### src/rtl/mips_tb_pkg.sv
// Shared definitions for the MIPS run controller: FSM state encoding and termination status codes.
package mips_tb_pkg;

  typedef enum logic [1:0] {
    S_IDLE = 2'd0,
    S_RST  = 2'd1,
    S_RUN  = 2'd2,
    S_DONE = 2'd3
  } state_t;

  localparam logic [1:0] ST_NONE    = 2'b00;
  localparam logic [1:0] ST_HALT    = 2'b01;
  localparam logic [1:0] ST_TIMEOUT = 2'b10;
  localparam logic [1:0] ST_ABORT   = 2'b11;

endpackage

### src/rtl/sat_counter.sv
// Up-counter with synchronous clear that sticks at all-ones instead of wrapping.
module sat_counter #(
  parameter int W = 32
) (
  input  logic         clk,
  input  logic         reset,
  input  logic         clr,
  input  logic         inc,
  output logic [W-1:0] q
);

  always_ff @(posedge clk) begin
    if (reset || clr) begin
      q <= '0;
    end else if (inc && (q != '1)) begin
      q <= q + 1'b1;
    end
  end

endmodule

### src/rtl/mips_run_ctrl.sv
// Run controller for the pipelined MIPS core: sequences CPU reset, runs until halt, timeout
// or abort, and reports cycle/retire counts with a termination status.
//
// Handshake: start and abort are single-cycle level requests sampled on posedge clk; start is
// accepted only in IDLE or DONE, abort only in RUN, and both are silently dropped elsewhere.
module mips_run_ctrl
  import mips_tb_pkg::*;
#(
  parameter int RESET_CYCLES = 2,
  parameter int MAX_CYCLES   = 50,
  parameter int HALT_REPEAT  = 4,
  parameter int PC_W         = 32,
  parameter int CNT_W        = 32
) (
  input  logic             clk,
  input  logic             reset,
  input  logic             start,
  input  logic             abort,
  input  logic [PC_W-1:0]  pc,
  input  logic             retire,
  output logic             cpu_reset,
  output logic             cpu_en,
  output logic             running,
  output logic             done,
  output logic [1:0]       status,
  output logic [CNT_W-1:0] cycle_cnt,
  output logic [CNT_W-1:0] retire_cnt
);

  localparam int RW = (RESET_CYCLES > 1) ? $clog2(RESET_CYCLES) : 1;
  localparam int HW = (HALT_REPEAT > 1) ? $clog2(HALT_REPEAT) : 1;

  state_t            state;
  logic [RW-1:0]     rst_cnt;
  logic [PC_W-1:0]   pc_q;
  logic              pc_vld;
  logic [HW-1:0]     same_cnt;

  logic              in_run;
  logic              cnt_clr;
  logic              pc_same;
  logic              halt_hit;
  logic              tmo_hit;
  logic              term;
  logic [1:0]        term_code;
  logic [CNT_W-1:0]  cycle_next;

  assign in_run  = (state == S_RUN);
  assign cnt_clr = start && ((state == S_IDLE) || (state == S_DONE));

  assign pc_same  = pc_vld && (pc == pc_q);
  assign halt_hit = pc_same && (same_cnt == HW'(HALT_REPEAT - 1));

  // Timeout looks at the value cycle_cnt takes on this edge so the terminating cycle is counted.
  assign cycle_next = (cycle_cnt == '1) ? cycle_cnt : cycle_cnt + 1'b1;
  assign tmo_hit    = (cycle_next == CNT_W'(MAX_CYCLES));

  assign term      = abort || halt_hit || tmo_hit;
  assign term_code = abort    ? ST_ABORT :
                     halt_hit ? ST_HALT  :
                     tmo_hit  ? ST_TIMEOUT : ST_NONE;

  sat_counter #(.W(CNT_W)) u_cycle_cnt (
    .clk   (clk),
    .reset (reset),
    .clr   (cnt_clr),
    .inc   (in_run),
    .q     (cycle_cnt)
  );

  sat_counter #(.W(CNT_W)) u_retire_cnt (
    .clk   (clk),
    .reset (reset),
    .clr   (cnt_clr),
    .inc   (in_run && retire),
    .q     (retire_cnt)
  );

  always_ff @(posedge clk) begin
    if (reset) begin
      state     <= S_IDLE;
      cpu_reset <= 1'b1;
      cpu_en    <= 1'b1;
      running   <= 1'b0;
      done      <= 1'b0;
      status    <= ST_NONE;
      rst_cnt   <= '0;
      pc_q      <= '0;
      pc_vld    <= 1'b0;
      same_cnt  <= '0;
    end else begin
      case (state)
        S_IDLE, S_DONE: begin
          if (start) begin
            state     <= S_RST;
            cpu_reset <= 1'b1;
            cpu_en    <= 1'b1;
            running   <= 1'b0;
            done      <= 1'b0;
            status    <= ST_NONE;
            rst_cnt   <= RW'(RESET_CYCLES - 1);
            pc_vld    <= 1'b0;
            same_cnt  <= '0;
          end
        end
        S_RST: begin
          if (rst_cnt == '0) begin
            state     <= S_RUN;
            cpu_reset <= 1'b0;
            cpu_en    <= 1'b1;
            running   <= 1'b1;
          end else begin
            rst_cnt <= rst_cnt - 1'b1;
          end
        end
        S_RUN: begin
          pc_q   <= pc;
          pc_vld <= 1'b1;
          if (pc_same && !halt_hit) begin
            same_cnt <= same_cnt + 1'b1;
          end else begin
            same_cnt <= '0;
          end
          if (term) begin
            state   <= S_DONE;
            running <= 1'b0;
            done    <= 1'b1;
            cpu_en  <= 1'b0;
            status  <= term_code;
          end
        end
        default: begin
          state <= S_IDLE;
        end
      endcase
    end
  end

endmodule
### config.mk
export PLATFORM = sky130hd
export DESIGN_NAME = mips_run_ctrl
export DESIGN_NICKNAME = d
export VERILOG_FILES = /design/src/rtl/mips_tb_pkg.sv /design/src/rtl/sat_counter.sv /design/src/rtl/mips_run_ctrl.sv
export SDC_FILE = /design/constraint.sdc
export NUM_CORES = 1
export LEC_CHECK = 0
export BUFFER_PORTS_ARGS = -buffer_cell sky130_fd_sc_hd__clkbuf_2
export CAP_MARGIN = 20
export CORE_MARGIN = 2
export CORE_UTILIZATION = 25
export CTS_CLUSTER_DIAMETER = 40
export DETAILED_ROUTE_END_ITERATION = 12
export RECOVER_POWER = 25
export REMOVE_ABC_BUFFERS = 1
export SETUP_SLACK_MARGIN = 0.2
export SYNTH_ARGS = -nofsm -noshare
export SYNTH_HDL_FRONTEND = slang
export SYNTH_SLANG_ARGS = --single-unit
export TNS_END_PERCENT = 20
### constraint.sdc
create_clock -name clk -period 7.21 [get_ports clk]
set_clock_uncertainty 0.2 [all_clocks]
set_input_delay 0.3605 -clock clk [delete_from_list [all_inputs] [get_ports clk]]
set_output_delay 0.3605 -clock clk [all_outputs]
set_load 0.03 [all_outputs]
==> results.ini <==
[layout]
final_common_cell = dfxtp_1
final_cell_mix = dfxtp_1 (108), nor2_1 (107), xor2_1 (67)
fillers = 2415
fin_nets = 783
n_antenna_cell = 0
synthToLayoutAreaGrowth_pct = 18.4
drive_gt1_share_pct = 13.2
stdcell_area_mm2 = 0.00663
post-route-util_pct = 30.3

[worst_setup_path]
required_ps = 7250
path_max_fanout = 8
r2r_cells = 9
r2r-start = u_cycle_cnt.q[1]$_SDFFE_PP0P_
crit_type = reg2reg
crit_cells = 9
cpMaxStageDelayCell = a2111oi_0
critPathBufInv = 0
critPathLaunch = u_cycle_cnt.q[1]$_SDFFE_PP0P_
crit_arrival_ps = 3590
cpLargestDelayFamily = simple AND/OR/NAND/NOR gates
slowest_delay_ps = 550
cp-start-kind = flop
critPathMostFrequentCell = nand3_1
r2r_end = running$_SDFFE_PP0P_
end_kind = flop
r2r_slack_ps = 3660
crit_path_cell_trace = ha_1 -> nand3_1 -> nor3_2 -> nand3_1 -> a2111oi_0 -> nor4b_4 -> nand4bb_4 -> and2_4 -> o221a_1
endpoint = running$_SDFFE_PP0P_

[drt]
wirelength_mm = 14.4
via_per_inst = 4.72
drtPass1Iterations = 4
wl_per_cell_um = 14.1
drc = 0
num_vias = 4843
drtIter0Drc = 224
ant_nets = 0

[sta]
tightest_slew_ps = 920
slew_violations = 0
fin_crit_ps = 3550
post-route-period-util_pct = 49.2
max_freq_mhz = 282
setup_viol = 0
slew_headroom_pct = 38.1
hold_viol = 0
timing.setup.tns_ps = 0
rsz0062_at_grt = no
hold_ws_ps = 72.9

[clock_tree]
holdBufCountCts = 0
clk_latency_ps = 360
clockBufferDepth = 2
clk_pin_slew_worst_paths_ps = 80
cts_tree = done
cts_buffers = 9
post_cts_buffers = 0
htree_levels = 3
clockRootBuffer = clkbuf_16
cts_sinks = 108
post_cts_resize_count = 0

[pwr]
power_density_mw_per_mm2 = 239
p_leak_uw = 0.00235
ir_drop_mv = 0.138

[floorplanning]
coreArea_mm2 = 0.0219
rows = 54
chipHeight_um = 154
dieArea_mm2 = 0.0236
fp.dieW_um = 154
start_util_pct = 25.6
pin_count = 107

[placed_design]
dpl_cell_area_mm2 = 0.00636
gp_congestion = 0.853
dp_hpwl_mm = 10.4
io_buffers = 106

[status]
status = complete, no violations

[synthesis]
ys_seq_area_share_pct = 38.6
ys_ff_latch = 108
synthesis.area_mm2 = 0.00560
yosys_warnings = 0
synth_cells = 652
ys.flop_type = dfxtp_1
synthArstFlopShare_pct = 0
synth_cell_types = 62
synth.avg_cell_area_um2 = 8.58
synth_edf_count = 0

[hold_path]
hold_class = in2reg
hold_path_depth = 3

[run]
drv_cap = 0

[grt]
grt_pass1_vias = 4569
grt_max_degree = 65
grt.overflow.total = 0
grtUsageTotal_pct = 12.4
grt_pass1_wl_mm = 24.1
antenna_found_initial = 0

[layer usage]
layer / global-route usage, % / routed length [µm]
met3: 3.27 / 734
met2: 19.7 / 6440
met4: 3.45 / 171
met1: 16.6 / 7070
met5: 0 / 0
[cells by family after synthesis]
logic type / after synthesis / synth area share [%]
flip-flops: 108 / 38.6
buffers and inverters: 46 / 3.49
AND/OR/NAND/NOR: 304 / 28.0
XOR/XNOR: 95 / 14.9
multiplexers: 37 / 6.64
adder cells (fa/ha/maj): 6 / 1.34
AO/OA/AOI/OAI: 56 / 7.02
[how the worst min path moves through the flow]
stage	end	start
floorplan	done$_SDFFE_PP0P_	reset
global placement	pc_vld$_SDFFE_PP0P_	pc_vld$_SDFFE_PP0P_
detailed placement	pc_vld$_SDFFE_PP0P_	pc_vld$_SDFFE_PP0P_
CTS	pc_q[31]$_SDFFE_PP0P_	pc[31]
global route	pc_q[4]$_SDFFE_PP0P_	pc[4]
finish	pc_q[10]$_SDFFE_PP0P_	pc[10]
[stage by stage]
| stage | total power [µW] | setup slack, ps | std cells |
|---|---|---|---|
| 6_report | 1590 | 3660 | 1025 |
| 5_1_grt | 1680 | 3430 | 1025 |
| 4_1_cts | 1620 | 3750 | 1024 |
| 3_5_place_dp | 1060 | 3800 | 1008 |
| 3_3_place_gp | 1060 | 3990 | 1008 |
| 2_1_floorplan | 959 | 3310 | 619 |
[worst register-to-register path, stage by stage, from the launching register on]
cell,delay (ps)
dfxtp_1,480
ha_1,360
nand3_1,190
nor3_2,400
nand3_1,180
a2111oi_0,550
nor4b_4,400
nand4bb_4,200
and2_4,220
o221a_1,250
[Yosys cell counts (2+ instances only)]
master / instances / share of area (%)
or3_1: 12 / 1.3
and4_1: 8 / 1.3
and2_1: 5 / 0.56
o31ai_1: 3 / 0.40
o32ai_1: 2 / 0.31
a32oi_1: 2 / 0.31
and3_1: 7 / 0.78
nor4_1: 18 / 2.0
xor2_1: 67 / 10
nand2_1: 49 / 3.3
nand3_1: 36 / 3.2
nand2b_1: 3 / 0.34
a211oi_1: 2 / 0.27
nand4b_1: 3 / 0.47
dfxtp_1: 108 / 39
clkbuf_1: 21 / 1.4
nor2_1: 107 / 7.2
buf_1: 2 / 0.13
nand4_1: 18 / 2.0
nand3b_1: 2 / 0.27
inv_1: 13 / 0.87
buf_2: 6 / 0.54
o21ai_0: 12 / 1.1
a21oi_1: 16 / 1.4
nor3_1: 16 / 1.4
or4_1: 3 / 0.40
buf_4: 4 / 0.54
xnor2_1: 28 / 4.4
or2_2: 3 / 0.34
ha_1: 6 / 1.3
mux2i_1: 36 / 6.4
a31oi_1: 4 / 0.45
[final cells by class]
cell class | instances | area [µm²] | share of cell area [%]
Clock buffer | 12 | 246 | 3.72
Clock inverter | 4 | 72.6 | 1.10
Inverter | 13 | 48.8 | 0.736
Multi-Input combinational cell | 498 | 3240 | 48.9
Sequential cell | 108 | 2160 | 32.6
Tap cell | 280 | 350 | 5.29
Timing Repair Buffer | 110 | 503 | 7.59
[state kept, by name, summed over array words and instances, names as in the netlist]
signal          cells
cpu_en              1
cpu_reset           1
rst_cnt             1
state               2
running             1
same_cnt            2
u_cycle_cnt.q      32
status              2
pc_q               32
u_retire_cnt.q     32
done                1
pc_vld              1
[power breakdown]
group | internal [µW] | switching (µW) | total (µW)
Clock | 314 | 231 | 545
Combinational | 135 | 217 | 353
Sequential | 650 | 38.6 | 688
Total | 1100 | 487 | 1590
Note: power is estimated with default switching activity, not from simulation.
